--- src/rtl/f1_reaction_timer_pkg.sv ---
// Shared types and default parameters for the F1 start-light reaction timer.
package f1_pkg;

  typedef enum logic [1:0] {
    ST_IDLE   = 2'd0,
    ST_LIGHTS = 2'd1,
    ST_HOLD   = 2'd2,
    ST_WAIT   = 2'd3
  } f1_state_t;

  localparam int unsigned DEF_NUM_LIGHTS = 8;
  localparam int unsigned DEF_TICK_W     = 6;
  localparam int unsigned DEF_LFSR_W     = 7;
  localparam int unsigned DEF_CNT_W      = 16;
  // x^7 + x^3 + 1, maximal length for a 7-bit register
  localparam logic [6:0]  DEF_LFSR_TAPS  = 7'b1000100;

endpackage

--- src/rtl/f1_reaction_timer_if.sv ---
// Control, configuration and result signals between the race controller and the timer.
interface f1_reaction_timer_if
  import f1_pkg::*;
#(
  parameter int unsigned NUM_LIGHTS = DEF_NUM_LIGHTS,
  parameter int unsigned TICK_W     = DEF_TICK_W,
  parameter int unsigned LFSR_W     = DEF_LFSR_W,
  parameter int unsigned CNT_W      = DEF_CNT_W
) ();

  logic                  trigger;
  logic                  react;
  logic [TICK_W-1:0]     tick_n;
  logic                  rand_en;
  logic [LFSR_W-1:0]     fixed_k;
  logic [NUM_LIGHTS-1:0] lights;
  logic                  busy;
  logic [CNT_W-1:0]      react_cycles;
  logic                  react_valid;
  logic                  false_start;

  modport master (
    output trigger, react, tick_n, rand_en, fixed_k,
    input  lights, busy, react_cycles, react_valid, false_start
  );

  modport slave (
    input  trigger, react, tick_n, rand_en, fixed_k,
    output lights, busy, react_cycles, react_valid, false_start
  );

endinterface

--- src/rtl/f1_reaction_timer_lfsr.sv ---
// Free-running Fibonacci LFSR seeded with 1; a maximal-length tap mask keeps it off zero.
module lfsr_n #(
  parameter int unsigned       LFSR_W    = 7,
  parameter logic [LFSR_W-1:0] LFSR_TAPS = 7'b1000100
) (
  input  logic              clk,
  input  logic              rst,
  output logic [LFSR_W-1:0] q
);

  logic [LFSR_W-1:0] r_q;
  logic              w_fb;

  assign w_fb = ^(r_q & LFSR_TAPS);

  always_ff @(posedge clk or posedge rst) begin
    if (rst) r_q <= LFSR_W'(1);
    else     r_q <= {r_q[LFSR_W-2:0], w_fb};
  end

  assign q = r_q;

endmodule

--- src/rtl/f1_reaction_timer.sv ---
// Start-light sequencer and driver reaction timer with false-start detection.
module f1_reaction_timer
  import f1_pkg::*;
#(
  parameter int unsigned       NUM_LIGHTS = DEF_NUM_LIGHTS,
  parameter int unsigned       TICK_W     = DEF_TICK_W,
  parameter int unsigned       LFSR_W     = DEF_LFSR_W,
  parameter logic [LFSR_W-1:0] LFSR_TAPS  = LFSR_W'(DEF_LFSR_TAPS),
  parameter int unsigned       CNT_W      = DEF_CNT_W
) (
  input logic                 clk,
  input logic                 rst,
  f1_reaction_timer_if.slave  bus
);

  f1_state_t             r_state, w_state_nxt;
  logic [NUM_LIGHTS-1:0] r_lights, w_lights_nxt;
  logic                  r_busy;
  logic [TICK_W-1:0]     r_tick_cnt, w_tick_cnt_nxt;
  logic [TICK_W-1:0]     r_tick_n, w_tick_n_nxt;
  logic                  r_rand_en, w_rand_en_nxt;
  logic [LFSR_W-1:0]     r_fixed_k, w_fixed_k_nxt;
  logic [LFSR_W-1:0]     r_delay, w_delay_nxt;
  logic [CNT_W-1:0]      r_react_cnt, w_react_cnt_nxt;
  logic [CNT_W-1:0]      r_react_cycles, w_react_cycles_nxt;
  logic                  r_react_valid, w_react_valid_nxt;
  logic                  r_false_start, w_false_start_nxt;
  logic [LFSR_W-1:0]     w_lfsr_q;
  logic [LFSR_W-1:0]     w_k;
  logic                  w_tick;

  lfsr_n #(
    .LFSR_W    (LFSR_W),
    .LFSR_TAPS (LFSR_TAPS)
  ) u_lfsr (
    .clk (clk),
    .rst (rst),
    .q   (w_lfsr_q)
  );

  assign w_tick = (r_tick_cnt == r_tick_n);
  assign w_k    = r_rand_en ? w_lfsr_q
                : ((r_fixed_k == '0) ? LFSR_W'(1) : r_fixed_k);

  always_ff @(posedge clk or posedge rst) begin
    if (rst) begin
      r_state        <= ST_IDLE;
      r_lights       <= '0;
      r_busy         <= 1'b0;
      r_tick_cnt     <= '0;
      r_tick_n       <= '0;
      r_rand_en      <= 1'b0;
      r_fixed_k      <= '0;
      r_delay        <= '0;
      r_react_cnt    <= '0;
      r_react_cycles <= '0;
      r_react_valid  <= 1'b0;
      r_false_start  <= 1'b0;
    end else begin
      r_state        <= w_state_nxt;
      r_lights       <= w_lights_nxt;
      r_busy         <= (w_state_nxt != ST_IDLE);
      r_tick_cnt     <= w_tick_cnt_nxt;
      r_tick_n       <= w_tick_n_nxt;
      r_rand_en      <= w_rand_en_nxt;
      r_fixed_k      <= w_fixed_k_nxt;
      r_delay        <= w_delay_nxt;
      r_react_cnt    <= w_react_cnt_nxt;
      r_react_cycles <= w_react_cycles_nxt;
      r_react_valid  <= w_react_valid_nxt;
      r_false_start  <= w_false_start_nxt;
    end
  end

  // A press during LIGHTS/HOLD is a false start and wins over a same-cycle tick
  always_comb begin
    w_state_nxt        = r_state;
    w_lights_nxt       = r_lights;
    w_tick_cnt_nxt     = r_tick_cnt;
    w_tick_n_nxt       = r_tick_n;
    w_rand_en_nxt      = r_rand_en;
    w_fixed_k_nxt      = r_fixed_k;
    w_delay_nxt        = r_delay;
    w_react_cnt_nxt    = r_react_cnt;
    w_react_cycles_nxt = r_react_cycles;
    w_react_valid_nxt  = 1'b0;
    w_false_start_nxt  = r_false_start;

    case (r_state)
      ST_IDLE: begin
        w_lights_nxt = '0;
        if (bus.trigger) begin
          w_state_nxt       = ST_LIGHTS;
          w_tick_n_nxt      = bus.tick_n;
          w_rand_en_nxt     = bus.rand_en;
          w_fixed_k_nxt     = bus.fixed_k;
          w_tick_cnt_nxt    = '0;
          w_false_start_nxt = 1'b0;
        end
      end
      ST_LIGHTS, ST_HOLD: begin
        if (bus.react) begin
          w_state_nxt       = ST_IDLE;
          w_lights_nxt      = '0;
          w_false_start_nxt = 1'b1;
        end else begin
          w_tick_cnt_nxt = w_tick ? '0 : r_tick_cnt + TICK_W'(1);
          if (w_tick && (r_state == ST_LIGHTS)) begin
            w_lights_nxt = {r_lights[NUM_LIGHTS-2:0], 1'b1};
            if (r_lights[NUM_LIGHTS-2]) begin
              w_state_nxt = ST_HOLD;
              w_delay_nxt = w_k;
            end
          end else if (w_tick) begin
            if (r_delay == LFSR_W'(1)) begin
              w_state_nxt     = ST_WAIT;
              w_lights_nxt    = '0;
              w_react_cnt_nxt = '0;
            end
            w_delay_nxt = r_delay - LFSR_W'(1);
          end
        end
      end
      ST_WAIT: begin
        if (bus.react) begin
          w_state_nxt        = ST_IDLE;
          w_react_cycles_nxt = r_react_cnt;
          w_react_valid_nxt  = 1'b1;
        end else if (r_react_cnt != {CNT_W{1'b1}}) begin
          w_react_cnt_nxt = r_react_cnt + CNT_W'(1);
        end
      end
      default: w_state_nxt = ST_IDLE;
    endcase
  end

  assign bus.lights       = r_lights;
  assign bus.busy         = r_busy;
  assign bus.react_cycles = r_react_cycles;
  assign bus.react_valid  = r_react_valid;
  assign bus.false_start  = r_false_start;

endmodule

--- src/flat_wrapper.sv ---
// flat-port wrapper written by rule: the top's interface ports become plain ports
module f1_reaction_timer_flat import f1_pkg::*;
#(
  parameter int unsigned       NUM_LIGHTS = DEF_NUM_LIGHTS,
  parameter int unsigned       TICK_W     = DEF_TICK_W,
  parameter int unsigned       LFSR_W     = DEF_LFSR_W,
  parameter logic [LFSR_W-1:0] LFSR_TAPS  = LFSR_W'(DEF_LFSR_TAPS),
  parameter int unsigned       CNT_W      = DEF_CNT_W
)
  (clk, rst, bus_trigger, bus_react, bus_tick_n, bus_rand_en, bus_fixed_k, bus_lights, bus_busy, bus_react_cycles, bus_react_valid, bus_false_start);
  f1_reaction_timer_if #(.NUM_LIGHTS(NUM_LIGHTS), .TICK_W(TICK_W), .LFSR_W(LFSR_W), .CNT_W(CNT_W)) bus_i ();
  input logic clk;
  input logic rst;
  input wire logic [$bits(bus_i.trigger)-1:0] bus_trigger;
  input wire logic [$bits(bus_i.react)-1:0] bus_react;
  input wire logic [$bits(bus_i.tick_n)-1:0] bus_tick_n;
  input wire logic [$bits(bus_i.rand_en)-1:0] bus_rand_en;
  input wire logic [$bits(bus_i.fixed_k)-1:0] bus_fixed_k;
  output wire logic [$bits(bus_i.lights)-1:0] bus_lights;
  output wire logic [$bits(bus_i.busy)-1:0] bus_busy;
  output wire logic [$bits(bus_i.react_cycles)-1:0] bus_react_cycles;
  output wire logic [$bits(bus_i.react_valid)-1:0] bus_react_valid;
  output wire logic [$bits(bus_i.false_start)-1:0] bus_false_start;
  assign bus_i.trigger = bus_trigger;
  assign bus_i.react = bus_react;
  assign bus_i.tick_n = bus_tick_n;
  assign bus_i.rand_en = bus_rand_en;
  assign bus_i.fixed_k = bus_fixed_k;
  assign bus_lights = bus_i.lights;
  assign bus_busy = bus_i.busy;
  assign bus_react_cycles = bus_i.react_cycles;
  assign bus_react_valid = bus_i.react_valid;
  assign bus_false_start = bus_i.false_start;
  f1_reaction_timer #(.NUM_LIGHTS(NUM_LIGHTS), .TICK_W(TICK_W), .LFSR_W(LFSR_W), .LFSR_TAPS(LFSR_TAPS), .CNT_W(CNT_W)) u_core (.clk(clk), .rst(rst), .bus(bus_i));
endmodule
--- config.mk ---
export PLATFORM = sky130hd
export DESIGN_NAME = f1_reaction_timer_flat
export DESIGN_NICKNAME = d
export VERILOG_FILES = /design/src/rtl/f1_reaction_timer_pkg.sv /design/src/rtl/f1_reaction_timer_if.sv /design/src/rtl/f1_reaction_timer_lfsr.sv /design/src/rtl/f1_reaction_timer.sv /design/src/flat_wrapper.sv
export SDC_FILE = /design/constraint.sdc
export NUM_CORES = 1
export LEC_CHECK = 0
export BUFFER_PORTS_ARGS = -buffer_cell sky130_fd_sc_hd__buf_2
export CAP_MARGIN = 15
export CORE_MARGIN = 2
export CORE_UTILIZATION = 40
export DETAILED_ROUTE_END_ITERATION = 8
export GPL_TIMING_DRIVEN = 1
export PLACE_DENSITY = 0.68
export SYNTH_ARGS = -nofsm -noshare
export SYNTH_HDL_FRONTEND = slang
export SYNTH_SLANG_ARGS = --single-unit
--- constraint.sdc ---
create_clock -name clk -period 4.1 [get_ports clk]
set_input_delay 0.205 -clock clk [delete_from_list [all_inputs] [get_ports clk]]
set_output_delay 0.205 -clock clk [all_outputs]
set_load 0.01 [all_outputs]
# ---- Word level (Yosys, flattened, before mapping)
# Cells that the tools add are included.
dict set report word_totals {
  reg_bits 79
  latchBits 0
  ram_bits 0
  rom_bits 0
  input_bits 18
  word_cells 84
  memories 0
}
dict set report classes {
  addsub 3
  n_mul 0
  n_div 0
  n_lt_le_gt_ge 0
  n_eq_ne 17
  shifts 0
  mux 34
  bitwise 1
  reduce_logical 16
}
# operator n
set op_table {}
lappend op_table {{16-bit two-way mux} 6}
lappend op_table {{7-bit two-way mux} 5}
lappend op_table {{8-bit two-way mux} 4}
lappend op_table {{16-bit case mux with 2 select lines} 1}
lappend op_table {{6-bit two-way mux} 3}
lappend op_table {{16-bit by 1-bit adder with 16-bit output, second input constant} 1}
lappend op_table {{16-bit inequality test, second input constant} 1}
lappend op_table {{8-bit case mux with 2 select lines} 1}
lappend op_table {{2-bit two-way mux} 7}
lappend op_table {{6-bit case mux with 2 select lines} 1}
lappend op_table {{2-bit inequality test, second input constant} 5}
lappend op_table {{3-bit AND reduction} 3}
lappend op_table {{2-bit by 1-bit inequality test with 1-bit output, second input constant} 4}
lappend op_table {{4-bit by 2-bit inequality test with 1-bit output, second input constant} 2}
lappend op_table {{2-bit nonzero test} 4}
lappend op_table {{7-bit by 1-bit == test with 1-bit output, second input constant} 1}
lappend op_table {{7-bit zero test} 1}
lappend op_table {{7-bit AND reduction} 1}
lappend op_table {{7-bit parity} 1}
lappend op_table {{7-bit by 1-bit subtractor with 7-bit output, second input constant} 1}
lappend op_table {{6-bit by 1-bit adder with 6-bit output, second input constant} 1}
lappend op_table {{6-bit == test} 1}
lappend op_table {{2-bit case mux with 3 select lines} 1}
lappend op_table {{2-bit == test, second input constant} 2}
lappend op_table {{9 further kinds} 13}

# ---- Logic depth before layout (Yosys ltp)
# Gate-level depths: netlist (run 1).
dict set report depth {
  depth_word 7
  ltp_mapped 9
  mapped_depth_nobuf 7
}

# ---- Hierarchy
# Synthesis (run 1) repeated with hierarchy kept, for this count alone.
dict set report unflattened {
  hier_cells 364
  area_unflattened_um2 3848.7
}
# mod instances cells_each area_per_inst_um2
set by_module_without_submodules {}
lappend by_module_without_submodules {f1_reaction_timer 1 355 3659.8}
lappend by_module_without_submodules {lfsr_n 1 9 188.9}

# ---- Worst setup path after synthesis (run 1)
# No wires, ideal clock.
dict set report synth_path {
  kind {reg-to-reg}
  start {register u_core.r_tick_cnt[4]}
  end {register u_core.r_react_cnt[10]}
  t_arrival_ps 1862
  required_ps 3967
  path_slack_ps 2105
  stages_incl_launch_ff 9
  n_path_buf 3
  period_less_slack_ps 1995
  path_cell_list {dfrtp_1 xor2_1 or2_1 buf_6 o41ai_4 and2_0 buf_4 buf_6 a31oi_1}
}
dict set report synth_via {
  elab_chain_len 4
  elab_cells_between_ends 5
}
# item line
set synth_lines {}
lappend synth_lines {{start: declaration} f1_reaction_timer.sv:19} ;# logic [TICK_W-1:0] r_tick_cnt, w_tick_cnt_nxt;
lappend synth_lines {{start signal: assignment} f1_reaction_timer.sv:63} ;# r_tick_cnt <= w_tick_cnt_nxt;
lappend synth_lines {{6-bit == test (*)} f1_reaction_timer.sv:41} ;# assign w_tick = (r_tick_cnt == r_tick_n);
lappend synth_lines {{1-bit logical AND} f1_reaction_timer.sv:108} ;# if (w_tick && (r_state == ST_LIGHTS)) begin
lappend synth_lines {{2-bit inequality test (no source line)} -}
lappend synth_lines {{7-bit AND reduction (no source line) (*)} -}
lappend synth_lines {{end signal: assignment} f1_reaction_timer.sv:68} ;# r_react_cnt <= w_react_cnt_nxt;
lappend synth_lines {{end: declaration} f1_reaction_timer.sv:24} ;# logic [CNT_W-1:0] r_react_cnt, w_react_cnt_nxt;
# Mark *: on every way between the ends. The rest lies on a longest branch, timed or not.
# A chain may end at the register's enable or synchronous reset.

# ---- Worst setup path in the final report (run 1)
dict set report layout_path {
  start {register u_core.r_delay[1]}
  end {register u_core.r_react_cnt[1]}
}
dict set report layout_via {
  elab_chain_len 3
}
# item line
set layout_lines {}
lappend layout_lines {{start: declaration} f1_reaction_timer.sv:23} ;# logic [LFSR_W-1:0] r_delay, w_delay_nxt;
lappend layout_lines {{start signal: assignment} f1_reaction_timer.sv:67} ;# r_delay <= w_delay_nxt;
lappend layout_lines {{7-bit by 1-bit == test with 1-bit output} f1_reaction_timer.sv:115} ;# if (r_delay == LFSR_W'(1)) begin
lappend layout_lines {{2-bit by 1-bit inequality test with 1-bit output (no source line)} -}
lappend layout_lines {{7-bit AND reduction (no source line)} -}
# No other way between the ends.

==> impl_metrics.csv, run 1 <==
group,metric,value,unit
status,run_status,"complete, no violations",
finish,antennaDiodeCount,0,
timing,grt_setup_unrepaired,"no",
clocking,htree_levels,3,
synth,synth.lib_cells_used.distinct,49,
timing,timing.final.hold_violations,0,
synth,synthesis.instances,340,
timing,timing_worst_slew_pin_value,0.969,ns
timing,post-route-min-period,2.71,ns
route,initialDrtViolationCount,136,
global_routing,antenna_found_initial,0,
floorplanning,rows,35,
setup_path,cpPeakStageDelay,0.69,ns
global_routing,wire_length_of_the_first_global_routing_pass,12800,um
synth,synth-warning-count,0,
timing,worst_case_headroom_to_the_max_slew_limit,34.9,%
finish,multi_input_combinational_cell_area,0.00167,mm2
clocking,cts-root-buf,"clkbuf_8",
finish,finish.cell_count_without_fillers,501,
route,drt_drc_violations_left,0,
global_routing,first_global_vias,2709,
setup_path,critical-path-slowest-cell,"and2_0",
finish,post_route_cells_drive_above_1_share,25.1,%
clocking,cts_tree,"yes",
power,ir_worst_vdd,0.000171,V
synth,cell_area_after_synthesis,0.00377,mm2
place,gp_routability_congestion,0.799,
synth,synthesis.area_per_instance,11.1,um2
route,vias_per_cell,5.53,
hold_path,hold_path_class,"primary input to asynchronous set/reset pin",
floorplanning,start_util,41.0,%
synth,synth_enable_flop_cells,0,
global_routing,combined_global_route_utilization_of_all_metal_layers,15.9,%
floorplanning,coreArea,0.00920,mm2
route,drt-wirelength-per-cell,15.4,um
timing,max_slew_violations,0,
finish,filler_cell_count,834,
setup_path,regToRegEndpoint,"u_core.r_react_cnt[1]",
place,place_hpwl,5340,um
clocking,clock-sinks,79,
place,port_buffers,44,
timing,maxClockFrequency,0.369,GHz
power,cellLeakagePower,2.02,nW
setup_path,worst_setup_slack_for_register_to_register_paths,1.39,ns
timing,tns,0,ns
synth,synth.ff_latch_count,79,
place,place.detailed.instances,485,
clocking,cts.repair.resized,0,
clocking,clk_transition_reported_paths,0.09,ns
global_routing,total_grt_overflow,0,
route,route.vias.total,2773,
global_routing,grt_start_max_net_pins,48,
setup_path,cp-end-kind,"flip-flop",
synth,synthTopCellsByArea,"dfrtp_1 (52%), mux2_2 (9.6%), a31oi_1 (3.7%)",
synth,ys_seq_area_share,52.5,%
timing,finalClockSkew,0.0177,ns
finish,relative_area_change_from_synthesis_to_final_layout,13.9,%
synth,netlist.top_cell.by_area,"dfrtp_1",
setup_path,critical_path_required,4.37,ns
setup_path,crit_start_category,"flip-flop",
synth,synthDominantCellAreaShare,51.8,%
setup_path,cp_cell_sequence,"inv_1 > ha_1 > nor4b_1 > nand2_1 > o41ai_4 > buf_4 > and2_0 > mux2i_1",
setup_path,timing.reg2reg.worst_path_depth,8,
floorplanning,dieWidth,101,um
finish,net_count_of_the_finished_layout,411,
clocking,clk_path_buf_depth,2,
floorplanning,dieArea,0.0102,mm2
timing,fin_crit_sh,66.1,%
synth,asyncSetResetFlopFracSynth,100,%
synth,mappedNetlistNets,366,
setup_path,timing.critical_path.fanout_max,17,
finish,postLayoutCoreUtil,46.7,%
floorplanning,ios,45,
clocking,post_cts.repair.setup_buffers,0,
setup_path,crit_arrival,2.98,ns
power,power.density,512,mW/mm2
route,detailedRoute.firstPassIterationCount,4,
floorplanning,die_height,101,um
clocking,clock_insertion_delay_worst_skew,0.35,ns
finish,regArea,0.00198,mm2
synth,synth_top_flop_cell,"dfrtp_1",
route,route.final.wire_length,7740,um
timing,setup_viol,0,
clocking,cts-buffers-inserted,9,
setup_path,worst_r2r_startpoint,"u_core.r_delay[1]",
route,remaining_antenna_violation_count_after_routing,0,
timing,fin_hold_ws,0.0651,ns
flow_run,drv.max_cap_violation_count,0,
clocking,holdBufCountCts,0,
setup_path,critical_path_class,"flip-flop to flip-flop",
-- cells by family after synthesis --
| family | Yosys count | share of synthesized area [%] |
|---|---|---|
| xor+xnor | 11 | 2.56 |
| fa+ha+maj | 8 | 2.66 |
| flops | 79 | 52.5 |
| buf+inv | 25 | 3.12 |
| simple gates | 99 | 13.1 |
| mux | 39 | 11.4 |
| compound gates | 79 | 14.6 |
-- placed cells by master, fill, tap and decap left out, types with 3 or more instances in the layout --
master / n
dfrtp_1: 78
buf_2: 44
mux2_2: 32
nor2_1: 25
nand2_1: 25
a31oi_1: 22
o21ai_0: 13
a21oi_1: 12
inv_1: 11
clkbuf_8: 9
nand4_1: 8
ha_1: 8
xor2_1: 7
nand2b_1: 7
mux2i_1: 7
nor3_1: 7
and3_1: 7
a22o_1: 7
nand3_1: 5
xnor2_1: 4
nor4_1: 3
a2bb2oi_1: 3
o21bai_1: 3
a32o_1: 3
buf_4: 3
-- cells in the mapped netlist (8+ instances only) --
master    instances
nand4_1           8
ha_1              8
clkbuf_1          8
mux2_2           32
a31oi_1          22
inv_1            12
o21ai_0          13
nor2_1           25
dfrtp_1          78
nand2_1          25
a21oi_1          12
-- state kept, by name, indices dropped and copies added, names as in the netlist, 2 cells and up --
| signal | count |
|---|---|
| u_core.r_state | 2 |
| u_core.r_react_cnt | 16 |
| u_core.bus.lights | 8 |
| u_core.bus.react_cycles | 16 |
| u_core.r_tick_n | 6 |
| u_core.u_lfsr.q | 7 |
| u_core.r_delay | 7 |
| u_core.r_tick_cnt | 6 |
| u_core.r_fixed_k | 7 |
-- per-layer routing --
| layer | routed length, um | vias to the layer above | track usage (%) |
|---|---|---|---|
| met5 | 0 | - | 0 |
| met4 | 68 | 0 | 6.24 |
| met3 | 352 | 6 | 3.33 |
| met2 | 3750 | 67 | 25.1 |
| met1 | 3560 | 1363 | 21.4 |
| li1 | - | 1337 | - |
-- layout make-up --
type / instances / share of cell area (%)
timing repair buffer: 47 / 5.66
clock buffer: 10 / 2.97
multi-input combinational: 236 / 39.0
inverter: 12 / 1.05
sequential: 79 / 46.1
clock inverter: 6 / 2.01
tap: 111 / 3.24
-- critical path: cells and delay by family, from the launching register on --
family | cells | cell delay (ns)
and+or+nand+nor | 3 | 1.21
DFF | 1 | 0.42
muxes | 1 | 0.28
AOI/OAI and AO/OA | 1 | 0.23
buffers and inverters | 2 | 0.35
adders and majority gates | 1 | 0.13
-- stage by stage --
stage | power [mW] | setup WS [ns] | area, um2
2_1_floorplan | 1.46 | 1.87 | 3770
3_3_place_gp | 1.57 | 1.50 | 4080
3_5_place_dp | 1.59 | 1.38 | 4080
4_1_cts | 2.22 | 1.38 | 4290
5_1_grt | 2.34 | 0.990 | 4290
6_report | 2.20 | 1.39 | 4290
-- how the worst max path moves through the flow --
| stage | start | end | slack [ns] | cells after the start |
|---|---|---|---|---|
| finish | u_core.r_delay[1] | u_core.r_react_cnt[1] | 1.39 | 8 |
| global placement | u_core.r_delay[1] | u_core.r_react_cnt[1] | 1.50 | 8 |
| global route | u_core.r_delay[1] | u_core.r_react_cnt[1] | 0.99 | 8 |
| floorplan | rst | u_core.bus.busy | 1.87 | 1 |
| detailed placement | u_core.r_delay[1] | u_core.r_react_cnt[8] | 1.38 | 8 |
| CTS | u_core.r_delay[1] | u_core.r_react_cnt[1] | 1.38 | 8 |
-- where the power goes --
group	internal [mW]	switching (mW)	leakage, nW
Clock	0.342	0.291	0.106
Combinational	0.255	0.322	0.859
Sequential	0.884	0.103	1.06
No activity file was read; power rests on OpenSTA's default activity.
==> inputs of run 2 (changes only) <==
- PLACE_DENSITY: 0.68 -> 0.71
- clock period: 4.1 -> 2.47 ns (I/O delays scaled with it)
==> impl_metrics.csv, run 2 (synthesis gave the netlist of run 1 again) <==
group,metric,value,unit
finish,finish.cell_count_without_fillers,522,
setup_path,critical_path_class,"flip-flop to flip-flop",
route,route.vias.total,2888,
route,initialDrtViolationCount,137,
setup_path,cp_cell_sequence,"xnor2_1 > nand4_1 > or4_1 > a21oi_1 > a2bb2oi_1",
power,ir_worst_vdd,0.000292,V
finish,leading_cell_types_in_the_layout_fill_and_taps_excluded,"dfrtp_1 (78), buf_2 (44), mux2_2 (32), nor2_1 (25), nand2_1 (25)",
finish,mostFrequentLayoutCell,"dfrtp_1",
floorplanning,die_height,101,um
timing,setup_viol,0,
floorplanning,dieArea,0.0102,mm2
floorplanning,dieWidth,101,um
route,drt-wirelength-per-cell,15.4,um
route,remaining_antenna_violation_count_after_routing,0,
hold_path,hold_path_class,"primary input to flip-flop",
global_routing,wire_length_of_the_first_global_routing_pass,13500,um
timing,post-route-min-period,2.18,ns
clocking,cts_tree,"yes",
timing,fin_hold_ws,0.0106,ns
setup_path,cp-end-kind,"flip-flop",
timing,finalClockSkew,0.0152,ns
clocking,htree_levels,3,
global_routing,grt_start_max_net_pins,34,
timing,worst_case_headroom_to_the_max_slew_limit,53.8,%
global_routing,combined_global_route_utilization_of_all_metal_layers,16.7,%
timing,max_slew_violations,0,
setup_path,crit_start_category,"flip-flop",
floorplanning,ios,45,
timing,timing.final.hold_violations,0,
finish,net_count_of_the_finished_layout,432,
power,fin_total_pwr,3.75,mW
global_routing,antenna_found_initial,0,
clocking,clock_insertion_delay_worst_skew,0.36,ns
place,place.detailed.instances,496,
finish,relative_area_change_from_synthesis_to_final_layout,19.3,%
timing,grt_setup_unrepaired,"no",
global_routing,first_global_vias,2795,
setup_path,cp.buffers_inverters,0,
place,port_buffers,44,
setup_path,critical_path_required,2.75,ns
clocking,cts-root-buf,"clkbuf_8",
global_routing,total_grt_overflow,0,
setup_path,worst_path_dominant_cell_family,"simple AND/OR/NAND/NOR gates",
clocking,clock-sinks,79,
setup_path,critical-path-slowest-cell,"or4_1",
timing,tns,0,ns
status,run_status,"complete, no violations",
power,cellLeakagePower,2.12,nW
setup_path,timing.critical_path.fanout_max,10,
route,route.final.wire_length,8030,um
route,detailedRoute.firstPassIterationCount,4,
clocking,clk_transition_reported_paths,0.08,ns
clocking,cts-buffers-inserted,9,
floorplanning,rows,35,
place,place_hpwl,5580,um
finish,post_route_cells_drive_above_1_share,26.5,%
finish,antennaDiodeCount,0,
route,drt_drc_violations_left,0,
flow_run,drv.max_cap_violation_count,0,
route,vias_per_cell,5.53,
clocking,cts.repair.resized,0,
floorplanning,coreArea,0.00920,mm2
clocking,clk_path_buf_depth,2,
setup_path,crit_arrival,2.45,ns
power,power.density,833,mW/mm2
timing,fin_crit_sh,88.1,%
floorplanning,start_util,41.0,%
setup_path,cpPeakStageDelay,0.75,ns
timing,timing_worst_slew_pin_value,0.691,ns
timing,maxClockFrequency,0.460,GHz
place,gp_routability_congestion,0.852,
-- run 2: changes by cell type in the layout (fill, tap and decap cells not counted), sizes merged --
cell         delta
clkinv          -1
buf            +11
inv             +1
dlygate4sd3    +10
-- run 2: timing repair --
action                                 CTS  global route
endpoints found under the hold margin   38             0
hold buffers                            10             0
buffers inserted                         0             0
-- run 2: path summary, 6_finish.rpt --
| kind | start | to | slack [ns] | depth (start not counted) |
|---|---|---|---|---|
| hold reg to reg | u_core.u_lfsr.q[5] | u_core.u_lfsr.q[6] | 0.38 | 0 |
| min in group asynchronous | rst | u_core.bus.react_cycles[1] | 0.41 | 3 |
| setup reg to reg | u_core.r_tick_cnt[1] | u_core.r_delay[5] | 0.29 | 5 |
| setup / recovery | u_core.r_tick_cnt[1] | u_core.r_delay[5] | 0.29 | 5 |
| max in group asynchronous | rst | u_core.u_lfsr.q[0] | 1.31 | 4 |
| hold / removal | bus_tick_n[4] | u_core.r_tick_n[4] | 0.01 | 2 |
-- run 2: cell type report --
| cell class | instances | area, um2 |
|---|---|---|
| Clock buffer | 10 | 128 |
| Clock inverter | 6 | 93.8 |
| Fill cell | 828 | 4700 |
| Inverter | 12 | 45.0 |
| Multi-Input combinational cell | 236 | 1670 |
| Sequential cell | 79 | 1980 |
| Tap cell | 111 | 139 |
| Timing Repair Buffer | 68 | 438 |
-- run 2: power by group --
part | internal, mW | switching [mW]
combinational | 0.470 | 0.564
sequential | 1.47 | 0.170
clock | 0.577 | 0.497
total | 2.51 | 1.23
-- run 2: through the flow --
step | worst slack, ns | cell area (um2) | utilization, %
after floorplan | 0.325 | 3770 | -
after global routing | 0.145 | 4490 | 48.9
after global placement | 0.364 | 4170 | 45.4
after CTS | 0.318 | 4490 | 48.9
final | 0.294 | 4490 | 48.9
after detailed placement | 0.319 | 4170 | 45.4
-- run 2: worst reg2reg max path: stages (launching register included) --
cell	delay [ns]
dfrtp_1	0.43
xnor2_1	0.21
nand4_1	0.33
or4_1	0.75
a21oi_1	0.21
a2bb2oi_1	0.19
-- run 2: per-layer routing --
metal  share of wire (%)  vias up  track usage, %
li1                    -     1383               -
met1                  46     1431            22.5
met2                  48       62            26.2
met3                 4.3       12            3.81
met4                 1.8        0            6.55
met5                   0        -               0
==> inputs of run 3 (changes only) <==
- PLACE_DENSITY: 0.71 -> 0.67
==> impl_metrics.csv, run 3 (synthesis gave the netlist of run 1 again) <==
group,metric,value,unit
timing,fin_hold_ws,0.0134,ns
global_routing,antenna_found_initial,0,
floorplanning,rows,35,
route,vias_per_cell,5.53,
finish,net_count_of_the_finished_layout,432,
power,power.share.combinational,27.7,%
place,place_hpwl,5510,um
timing,finalClockSkew,0.0147,ns
route,routed-wl-met3,321,um
floorplanning,dieWidth,101,um
power,internal_pwr_total,2.45,mW
setup_path,cpPeakStageDelay,0.76,ns
setup_path,timing.critical_path.fanout_max,10,
power,ir_worst_vdd,0.000295,V
power,total_switching_power,1.21,mW
setup_path,critical_path_class,"flip-flop to flip-flop",
floorplanning,start_util,41.0,%
setup_path,cp.buffers_inverters,0,
power,switching_share,33.0,%
clocking,cts-root-buf,"clkbuf_8",
setup_path,crit_arrival,2.45,ns
timing,setup_viol,0,
setup_path,crit_start_category,"flip-flop",
clocking,cts-buffers-inserted,9,
setup_path,critical-path-slowest-cell,"or4_1",
setup_path,critical_path_required,2.74,ns
power,clockPowerShare,27.6,%
timing,timing_worst_slew_pin_value,0.746,ns
clocking,cts_tree,"yes",
global_routing,total_grt_overflow,0,
clocking,clk_path_buf_depth,2,
route,met2WireLength,3760,um
clocking,clock_insertion_delay_worst_skew,0.35,ns
place,port_buffers,44,
route,wirelength_met1,3650,um
route,route.final.wire_length,7870,um
floorplanning,coreArea,0.00920,mm2
clocking,htree_levels,3,
setup_path,worst_path_dominant_cell_family,"simple AND/OR/NAND/NOR gates",
route,initialDrtViolationCount,143,
timing,max_slew_violations,0,
place,gp_routability_congestion,0.879,
route,detailedRoute.firstPassIterationCount,4,
finish,mostFrequentLayoutCell,"dfrtp_1",
clocking,clock-sinks,79,
route,drt_drc_violations_left,0,
route,highest_layer,"met4",
status,run_status,"complete, no violations",
hold_path,hold_path_class,"primary input to flip-flop",
timing,post-route-min-period,2.18,ns
route,remaining_antenna_violation_count_after_routing,0,
setup_path,cp_cell_sequence,"xnor2_1 > nand4_1 > or4_1 > a21oi_1 > a2bb2oi_1",
timing,fin_crit_sh,88.4,%
timing,maxClockFrequency,0.458,GHz
clocking,clk_transition_reported_paths,0.08,ns
global_routing,grt_start_max_net_pins,35,
timing,timing.final.hold_violations,0,
power,sequentialPowerShare,44.7,%
floorplanning,die_height,101,um
global_routing,wire_length_of_the_first_global_routing_pass,13800,um
finish,post_route_cells_drive_above_1_share,26.5,%
power,power.density,816,mW/mm2
route,drt-wirelength-per-cell,15.1,um
timing,tns,0,ns
clocking,post_cts.repair.setup_buffers,0,
finish,relative_area_change_from_synthesis_to_final_layout,19.1,%
finish,leading_cell_types_in_the_layout_fill_and_taps_excluded,"dfrtp_1 (78), buf_2 (44), mux2_2 (32), nor2_1 (25), nand2_1 (25)",
place,post-place-ws,0.310,ns
floorplanning,ios,45,
floorplanning,dieArea,0.0102,mm2
global_routing,combined_global_route_utilization_of_all_metal_layers,17.0,%
route,route.vias.total,2889,
finish,antennaDiodeCount,0,
global_routing,first_global_vias,2923,
setup_path,cp-end-kind,"flip-flop",
flow_run,drv.max_cap_violation_count,0,
power,cellLeakagePower,2.12,nW
timing,worst_case_headroom_to_the_max_slew_limit,50.2,%
timing,grt_setup_unrepaired,"no",
finish,postLayoutCoreUtil,48.8,%
timing,layout_setup_ws,0.288,ns
-- run 3: layout make-up --
cell class,count,area [um2]
fill,851,4710
clock inverter,5,62.6
clock buffer,11,151
timing repair buffer,68,440
sequential,79,1980
multi-input combinational,236,1670
inverter,12,45.0
tap,111,139
-- run 3: what timing repair did --
action	in CTS	in global routing
hold buffers	11	0
endpoints found under the setup margin	0	0
gates resized for setup	0	0
hold endpoints to repair	42	0
-- run 3: power by group through the flow --
stage | sequential, mW | clock (mW) | combinational (mW)
after floorplan | 1.60 | 0 | 0.824
after global placement | 1.66 | 0 | 0.972
after detailed placement | 1.66 | 0 | 1.00
after CTS | 1.64 | 1.04 | 1.02
after global routing | 1.67 | 1.10 | 1.13
final | 1.64 | 1.01 | 1.01
-- run 3: worst paths after layout --
path,slack (ns),endpoint,start,cells after the start
min in group asynchronous,0.45,u_core.r_react_cnt[8],rst,3
worst min-delay path,0.01,u_core.r_fixed_k[4],bus_fixed_k[4],2
worst max register to register,0.29,u_core.r_delay[5],u_core.r_tick_cnt[0],5
worst min register to register,0.37,u_core.u_lfsr.q[4],u_core.u_lfsr.q[3],0
worst max-delay path,0.29,u_core.r_delay[5],u_core.r_tick_cnt[0],5
max in group asynchronous,1.33,u_core.u_lfsr.q[0],rst,4
-- run 3: per-layer routing --
layer	track usage (%)	vias up
li1	-	1382
met4	5.30	0
met2	27.3	66
met5	0	-
met3	4.85	16
met1	22.5	1425
-- run 3: metrics by stage --
| step | power, mW | cell area [um2] | instances |
|---|---|---|---|
| CTS | 3.70 | 4490 | 522 |
| global placement | 2.63 | 4170 | 495 |
| finish | 3.66 | 4490 | 522 |
| global route | 3.90 | 4490 | 522 |
| detailed placement | 2.66 | 4170 | 495 |
| floorplan | 2.43 | 3770 | 340 |
-- run 3: worst reg2reg max path: stages (launching register included) --
cell	delay, ns
dfrtp_1	0.44
xnor2_1	0.20
nand4_1	0.33
or4_1	0.76
a21oi_1	0.21
a2bb2oi_1	0.18
